### src/rtl/hazard_scoreboard_pkg.sv
// Shared hazard-unit constants: forward select codes, Tnew/Tuse classes and the
// match-stage enum used to resolve the youngest producer of a source register.
package hazard_scoreboard_pkg;

  localparam logic [1:0] FWD_D_RF  = 2'b00;
  localparam logic [1:0] FWD_D_E   = 2'b01;
  localparam logic [1:0] FWD_D_M   = 2'b10;
  localparam logic [1:0] FWD_D_W   = 2'b11;

  localparam logic [1:0] FWD_E_REG = 2'b00;
  localparam logic [1:0] FWD_E_M   = 2'b01;
  localparam logic [1:0] FWD_E_W   = 2'b10;

  localparam logic [1:0] TNEW_PC8  = 2'd0;
  localparam logic [1:0] TNEW_ALU  = 2'd1;
  localparam logic [1:0] TNEW_LOAD = 2'd2;

  localparam logic [1:0] TUSE_D    = 2'd0;
  localparam logic [1:0] TUSE_E    = 2'd1;

  typedef enum logic [1:0] {
    STG_NONE,
    STG_E,
    STG_M,
    STG_W
  } match_stage_e;

  function automatic logic [1:0] fwd_d_code(input match_stage_e stg);
    case (stg)
      STG_E:   fwd_d_code = FWD_D_E;
      STG_M:   fwd_d_code = FWD_D_M;
      STG_W:   fwd_d_code = FWD_D_W;
      default: fwd_d_code = FWD_D_RF;
    endcase
  endfunction

endpackage

### src/rtl/hazard_scoreboard_tag_stage.sv
// One pipeline tag register {valid, waddr, tnew}; the incoming tnew is optionally
// decremented (saturating at 0) as the tag moves one stage down the pipe.
module hazard_tag_stage
  import hazard_scoreboard_pkg::*;
#(
  parameter int REG_AW = 5,
  parameter int TNEW_W = 2,
  parameter bit DEC_EN = 1'b1
) (
  input  logic              clk,
  input  logic              reset,
  input  logic              valid_i,
  input  logic [REG_AW-1:0] waddr_i,
  input  logic [TNEW_W-1:0] tnew_i,
  output logic              valid_o,
  output logic [REG_AW-1:0] waddr_o,
  output logic [TNEW_W-1:0] tnew_o
);

  logic              valid_q, valid_d;
  logic [REG_AW-1:0] waddr_q, waddr_d;
  logic [TNEW_W-1:0] tnew_q,  tnew_d;

  always_comb begin
    valid_d = valid_i;
    waddr_d = waddr_i;
    tnew_d  = tnew_i;
    if (DEC_EN && (tnew_i != '0)) tnew_d = tnew_i - TNEW_W'(1);
  end

  always_ff @(posedge clk) begin
    if (reset) begin
      valid_q <= 1'b0;
      waddr_q <= '0;
      tnew_q  <= '0;
    end else begin
      valid_q <= valid_d;
      waddr_q <= waddr_d;
      tnew_q  <= tnew_d;
    end
  end

  assign valid_o = valid_q;
  assign waddr_o = waddr_q;
  assign tnew_o  = tnew_q;

endmodule

### src/rtl/hazard_scoreboard.sv
// Tnew/Tuse hazard unit for the 5-stage pipeline: stalls, D/E forward selects and
// an optional mult/div busy window enabled by defining HAZARD_MD_EN.
module hazard_scoreboard
  import hazard_scoreboard_pkg::*;
#(
  parameter int REG_AW   = 5,
  parameter int TNEW_W   = 2,
  parameter int MULT_LAT = 5,
  parameter int DIV_LAT  = 10,
  parameter int MDC_W    = 4
) (
  input  logic              clk,
  input  logic              reset,
  input  logic              d_valid,
  input  logic [REG_AW-1:0] d_rs,
  input  logic [REG_AW-1:0] d_rt,
  input  logic              d_use_rs,
  input  logic              d_use_rt,
  input  logic [TNEW_W-1:0] d_tuse_rs,
  input  logic [TNEW_W-1:0] d_tuse_rt,
  input  logic              d_wr_en,
  input  logic [REG_AW-1:0] d_waddr,
  input  logic [TNEW_W-1:0] d_tnew,
  input  logic              d_md_start,
  input  logic              d_md_div,
  input  logic              d_md_use,
  output logic              stall_d,
  output logic              flush_e,
  output logic [1:0]        fwd_rs_d,
  output logic [1:0]        fwd_rt_d,
  output logic [1:0]        fwd_rs_e,
  output logic [1:0]        fwd_rt_e,
  output logic              md_busy
);

  logic              accept;
  logic              gpr_stall;
  logic              md_stall;

  logic              e_valid, m_valid, w_valid;
  logic [REG_AW-1:0] e_waddr, m_waddr, w_waddr;
  logic [TNEW_W-1:0] e_tnew,  m_tnew,  w_tnew;

  logic [REG_AW-1:0] e_rs_q, e_rs_d, e_rt_q, e_rt_d;
  logic              e_use_rs_q, e_use_rs_d, e_use_rt_q, e_use_rt_d;

  match_stage_e      stg_rs, stg_rt;
  logic [TNEW_W-1:0] tnew_rs, tnew_rt;

  assign accept = d_valid & ~stall_d;

  hazard_tag_stage #(.REG_AW(REG_AW), .TNEW_W(TNEW_W), .DEC_EN(1'b0)) u_tag_e (
    .clk(clk), .reset(reset),
    .valid_i(accept & d_wr_en), .waddr_i(d_waddr), .tnew_i(d_tnew),
    .valid_o(e_valid), .waddr_o(e_waddr), .tnew_o(e_tnew)
  );

  hazard_tag_stage #(.REG_AW(REG_AW), .TNEW_W(TNEW_W), .DEC_EN(1'b1)) u_tag_m (
    .clk(clk), .reset(reset),
    .valid_i(e_valid), .waddr_i(e_waddr), .tnew_i(e_tnew),
    .valid_o(m_valid), .waddr_o(m_waddr), .tnew_o(m_tnew)
  );

  hazard_tag_stage #(.REG_AW(REG_AW), .TNEW_W(TNEW_W), .DEC_EN(1'b1)) u_tag_w (
    .clk(clk), .reset(reset),
    .valid_i(m_valid), .waddr_i(m_waddr), .tnew_i(m_tnew),
    .valid_o(w_valid), .waddr_o(w_waddr), .tnew_o(w_tnew)
  );

  // E source tags drop their use bits on a bubble so a stalled slot never forwards.
  always_comb begin
    e_rs_d     = accept ? d_rs : e_rs_q;
    e_rt_d     = accept ? d_rt : e_rt_q;
    e_use_rs_d = accept & d_use_rs;
    e_use_rt_d = accept & d_use_rt;
  end

  always_ff @(posedge clk) begin
    if (reset) begin
      e_rs_q     <= '0;
      e_rt_q     <= '0;
      e_use_rs_q <= 1'b0;
      e_use_rt_q <= 1'b0;
    end else begin
      e_rs_q     <= e_rs_d;
      e_rt_q     <= e_rt_d;
      e_use_rs_q <= e_use_rs_d;
      e_use_rt_q <= e_use_rt_d;
    end
  end

  function automatic match_stage_e youngest_match(input logic [REG_AW-1:0] s);
    youngest_match = STG_NONE;
    if (s != '0) begin
      if (e_valid && (e_waddr == s))      youngest_match = STG_E;
      else if (m_valid && (m_waddr == s)) youngest_match = STG_M;
      else if (w_valid && (w_waddr == s)) youngest_match = STG_W;
    end
  endfunction

  function automatic logic [TNEW_W-1:0] stage_tnew(input match_stage_e stg);
    case (stg)
      STG_E:   stage_tnew = e_tnew;
      STG_M:   stage_tnew = m_tnew;
      STG_W:   stage_tnew = w_tnew;
      default: stage_tnew = '0;
    endcase
  endfunction

  function automatic logic [1:0] e_fwd(input logic use_s, input logic [REG_AW-1:0] s);
    e_fwd = FWD_E_REG;
    if (use_s && (s != '0)) begin
      if (m_valid && (m_waddr == s) && (m_tnew == '0)) e_fwd = FWD_E_M;
      else if (w_valid && (w_waddr == s))              e_fwd = FWD_E_W;
    end
  endfunction

  // A nonzero-tnew match that does not stall leaves D on the RF path; E corrects it.
  always_comb begin
    stg_rs    = youngest_match(d_rs);
    stg_rt    = youngest_match(d_rt);
    tnew_rs   = stage_tnew(stg_rs);
    tnew_rt   = stage_tnew(stg_rt);
    gpr_stall = d_valid &
                ((d_use_rs & (stg_rs != STG_NONE) & (tnew_rs > d_tuse_rs)) |
                 (d_use_rt & (stg_rt != STG_NONE) & (tnew_rt > d_tuse_rt)));
    fwd_rs_d  = ((stg_rs != STG_NONE) && (tnew_rs == '0)) ? fwd_d_code(stg_rs) : FWD_D_RF;
    fwd_rt_d  = ((stg_rt != STG_NONE) && (tnew_rt == '0)) ? fwd_d_code(stg_rt) : FWD_D_RF;
    fwd_rs_e  = e_fwd(e_use_rs_q, e_rs_q);
    fwd_rt_e  = e_fwd(e_use_rt_q, e_rt_q);
  end

`ifdef HAZARD_MD_EN
  logic [MDC_W-1:0] md_cnt_q, md_cnt_d;

  // The stall still holds at count 1, so the waiting HI/LO user issues once it reads 0.
  always_comb begin
    md_cnt_d = md_cnt_q;
    if (accept && d_md_start)  md_cnt_d = d_md_div ? MDC_W'(DIV_LAT) : MDC_W'(MULT_LAT);
    else if (md_cnt_q != '0)   md_cnt_d = md_cnt_q - MDC_W'(1);
  end

  always_ff @(posedge clk) begin
    if (reset) md_cnt_q <= '0;
    else       md_cnt_q <= md_cnt_d;
  end

  assign md_busy  = (md_cnt_q != '0);
  assign md_stall = d_valid & (d_md_use | d_md_start) & md_busy;
`else
  logic md_unused;
  assign md_unused = ^{d_md_start, d_md_div, d_md_use, MDC_W'(MULT_LAT), MDC_W'(DIV_LAT)};
  assign md_busy   = 1'b0;
  assign md_stall  = 1'b0;
`endif

  assign stall_d = gpr_stall | md_stall;
  assign flush_e = stall_d;

endmodule

### config.mk
export PLATFORM = sky130hd
export DESIGN_NAME = hazard_scoreboard
export DESIGN_NICKNAME = d
export VERILOG_FILES = /design/src/rtl/hazard_scoreboard_pkg.sv /design/src/rtl/hazard_scoreboard_tag_stage.sv /design/src/rtl/hazard_scoreboard.sv
export SDC_FILE = /design/constraint.sdc
export NUM_CORES = 1
export LEC_CHECK = 0
export CAP_MARGIN = 20
export CORE_MARGIN = 3
export CORE_UTILIZATION = 55
export CTS_BUF_LIST = sky130_fd_sc_hd__clkbuf_8
export DETAILED_ROUTE_END_ITERATION = 16
export PLACE_DENSITY = 0.81
export RECOVER_POWER = 50
export SLEW_MARGIN = 20
export SYNTH_ARGS = -nofsm -noshare
export SYNTH_HDL_FRONTEND = slang
export SYNTH_HIERARCHICAL = 1
export SYNTH_SLANG_ARGS = --single-unit
### constraint.sdc
create_clock -name clk -period 7 [get_ports clk]
set_clock_uncertainty 0.15 [all_clocks]
set_input_delay 1.4 -clock clk [delete_from_list [all_inputs] [get_ports clk]]
set_output_delay 1.4 -clock clk [all_outputs]
set_load 0.1 [all_outputs]
==> metrics.md <==
| Metric | Value |
|---|---|
| Hold Path Depth | 1 |
| CP peak stage delay | 0.57 ns |
| Cell area after layout | 2665 um2 |
| Vias post-DR | 1762 |
| Number of distinct library cells after synthesis | 42 |
| CTS Buffer Depth | 2 |
| Clock latency on the worst-skew pair | 0.29 ns |
| Worst vdd ir | 0.1295 mV |
| Post-Syn Area | 2172 um2 |
| Avg WL per Cell | 15.11 um |
| Post CTS Setup Buffer Count | 0 |
| Final net count | 307 |
| GPL Wtd Cong | 0.8576 |
| Clock sinks | 36 |
| Endpoints failing setup | 0 |
| Syn Area/Cell | 9.282 um2 |
| Hold_sp | u_tag_m/tnew_o[0]$_SDFF_PP0_ |
| Initial DRC count | 120 |
| Die H | 68.84 um |
| Static leakage | 1.152 nW |
| DP Area | 2576 um2 |
| CTS clk-pin slew, worst paths | 0.07 ns |
| GRT Residual Overflow | 0 |
| Initial Util | 58.02% |
| Hold Vio Cnt, Final | 0 |
| DR vias/cell | 5.472 |
| CP startpoint kind | input pin |
| Top Family by Delay on Critical Path | simple AND/OR/NAND/NOR gates |
| Fmax | 157.5 MHz |
| Worst rel slew slack | -1.153% |
| # diodes | 0 |
| Layout cells sized above 1 | 11.68% |
| CTS tree | done |
| Gate count after technology mapping | 234 |
| IO Pins | 41 |
| Area delta synth->final | 22.70% |
| First-pass iteration count of the detailed router | 4 |
| Failing checks | capacitance limit, slew limit |
| Reg2reg setup slack | 3.42 ns |
| Final WL | 4.865 mm |
| Total core area | 3744 um2 |
| Largest net degree at the start of global routing | 47 |
| FF-to-FF Start | u_tag_w/waddr_o[4]$_SDFF_PP0_ |
| Synth Net Count | 268 |
| R2R depth | 13 |
| Top-area cell type share of the netlist area | 33.18% |
| Total GRT Usage | 22.73% |
| Multi-input combinational cell area | 1388 um2 |
| Most frequent CP cell | nand2_1 |
| DR DRC count | 0 |
| PD cells | 167.8 nW/um2 |
| Post_cts resized | 0 |
| Synth area leader | dfxtp_1 |
| Setup tns final | 0 ns |
| Worst EP required | 5.45 ns |
| Number of global-route vias before repair | 1618 |
| Critical path buffers and inverters | 2 |
| Critical path cell sequence | clkdlybuf4s50_1 > xor2_1 > nor4_1 > and3_1 > nor2b_1 > a22oi_1 > a211o_1 > ha_1 > nand2_1 > nand2_1 > or3_1 > o21ai_0 > and2_1 > buf_12 |
| Post-synthesis register bit count | 36 |
| FF/Latch Area | 720.7 um2 |
| RSZ-0062 raised after global routing | no |
| Setup Crit Path Kind | in -> out |
| HP Class | reg -> reg |
| Die Width | 68.84 um |
| Critical path fanouts, max | 5 |
| Utilization after layout | 71.19% |
| Max H-tree Level | 2 |
| Crit end category | output pin |
| Cts bufs inserted | 5 |
| Pwr Total | 447.3 uW |
| Hold endpoint | u_tag_w/tnew_o[0]$_SDFF_PP0_ |
| ANT nets after route | 0 |
| Worst hold slack | 0.3402 ns |
| Die Area | 4739 um2 |
| CTS root buf | clkbuf_8 |
| Row Count | 22 |
| First-pass GRT wire length | 7.721 mm |
| Total of max-cap violations | 1 |
| Final HPWL DP | 3.677 mm |
| Final Max Slew Viols | 47 |
| Status | complete, but fails checks |
| Final period util | 90.70% |
| Dominant register cell in the synthesized netlist | dfxtp_1 |
| Crit path time final | 6.349 ns |
| # port buffers | 36 |
| Layout fillers | 321 |
| Slew @ Worst Pin | 1.517 ns |
| Seq/Total Area, Yosys | 33.18% |
| Crit-path slowest cell | clkdlybuf4s50_1 |
| Number of synthesized flops with an enable pin | 0 |
| Initial antenna violation count | 0 |
| Arrival time at the worst endpoint | 4.80 ns |
| YS warnings | 6 |
| Worst R2R End | u_tag_e/valid_o$_SDFF_PP0_ |
| Most frequent cells in the layout | xor2_1, dfxtp_1, clkdlybuf4s50_1 |
| Top cells by area, synth | dfxtp_1, xor2_1, nand2b_1 |
| Async set-or-reset flop fraction in the synthesized netlist | 0% |
| Hold Buf Count CTS | 0 |
through the flow:
step	instances	setup WS, ns
3_3_place_gp	314	0.6596
3_5_place_dp	314	0.6312
6_report	322	0.6510
5_1_grt	322	0.3996
4_1_cts	322	0.6170
2_1_floorplan	234	0.2188
flip-flops by register name, indices dropped and copies added (netlist names):
| register | cells |
|---|---|
| u_tag_e/waddr_o | 5 |
| u_tag_w/valid_o | 1 |
| e_rt_q | 5 |
| u_tag_m/valid_o | 1 |
| u_tag_w/waddr_o | 5 |
| u_tag_m/tnew_o | 2 |
| e_rs_q | 5 |
| u_tag_w/tnew_o | 2 |
| e_use_rt_q | 1 |
| u_tag_e/tnew_o | 2 |
| u_tag_e/valid_o | 1 |
| u_tag_m/waddr_o | 5 |
| e_use_rs_q | 1 |
Yosys cell counts (2+ instances only):
library cell / count
and3b_1: 2
and2_1: 2
nor4_2: 2
nand4_1: 2
xor2_1: 36
nand3_1: 6
mux2i_1: 10
dfxtp_1: 36
or4_1: 4
xnor2_1: 14
and3_1: 6
nor2_1: 8
nand2b_1: 20
nand2_1: 3
clkbuf_1: 2
nor2b_1: 10
nor3_1: 9
and3b_2: 2
buf_4: 2
a22oi_1: 2
or3_1: 2
inv_1: 8
nor3b_1: 3
nor4_1: 9
and2b_2: 12
ha_1: 4
o21ai_0: 3
worst max-delay path by stage:
stage	startpoint	end	slack (ns)	depth (start not counted)
floorplan	d_rs[0]	fwd_rs_d[1]	0.22	6
detailed placement	d_rt[4]	stall_d	0.63	14
finish	d_rt[4]	stall_d	0.65	14
CTS	d_rt[4]	stall_d	0.62	14
global placement	d_rt[4]	flush_e	0.66	14
global route	d_rt[4]	flush_e	0.40	14
metal layers:
| metal | vias up | part of all wire (%) | GRT usage, % | wire length [um] |
|---|---|---|---|---|
| li1 | 889 | - | - | - |
| met1 | 830 | 46 | 29.66 | 2235 |
| met2 | 41 | 49 | 36.90 | 2364 |
| met3 | 2 | 4.7 | 5.348 | 230 |
| met4 | 0 | 0.72 | 7.299 | 35 |
| met5 | - | 0 | 0 | 0 |
kinds of logic (layout without fill, tap and decap cells):
family | count (synthesis) | count (layout) | share of synthesized area (%)
other | 1 | 1 | 0.1726
flip-flops | 36 | 36 | 33.18
XOR/XNOR | 50 | 50 | 20.16
multiplexers | 10 | 10 | 4.608
adder cells (fa/ha/maj) | 4 | 4 | 2.304
AO/OA/AOI/OAI | 17 | 17 | 6.106
AND/OR/NAND/NOR | 103 | 103 | 30.53
buffers and inverters | 13 | 53 | 2.938
final cells by class:
cell class	count	share of cell area, %
multi-input combinational	185	52.07
sequential	36	27.04
clock inverter	2	0.3756
inverter	8	1.127
clock buffer	6	3.099
tap	48	2.254
timing repair buffer	37	14.04
report_power, final:
group / internal (mW) / leakage, nW / switching, mW
clock network: 0.0784 / 0.0510 / 0.0705
logic: 0.0389 / 0.805 / 0.0328
registers: 0.214 / 0.296 / 0.0127
Power figures use the tool's default switching activity.
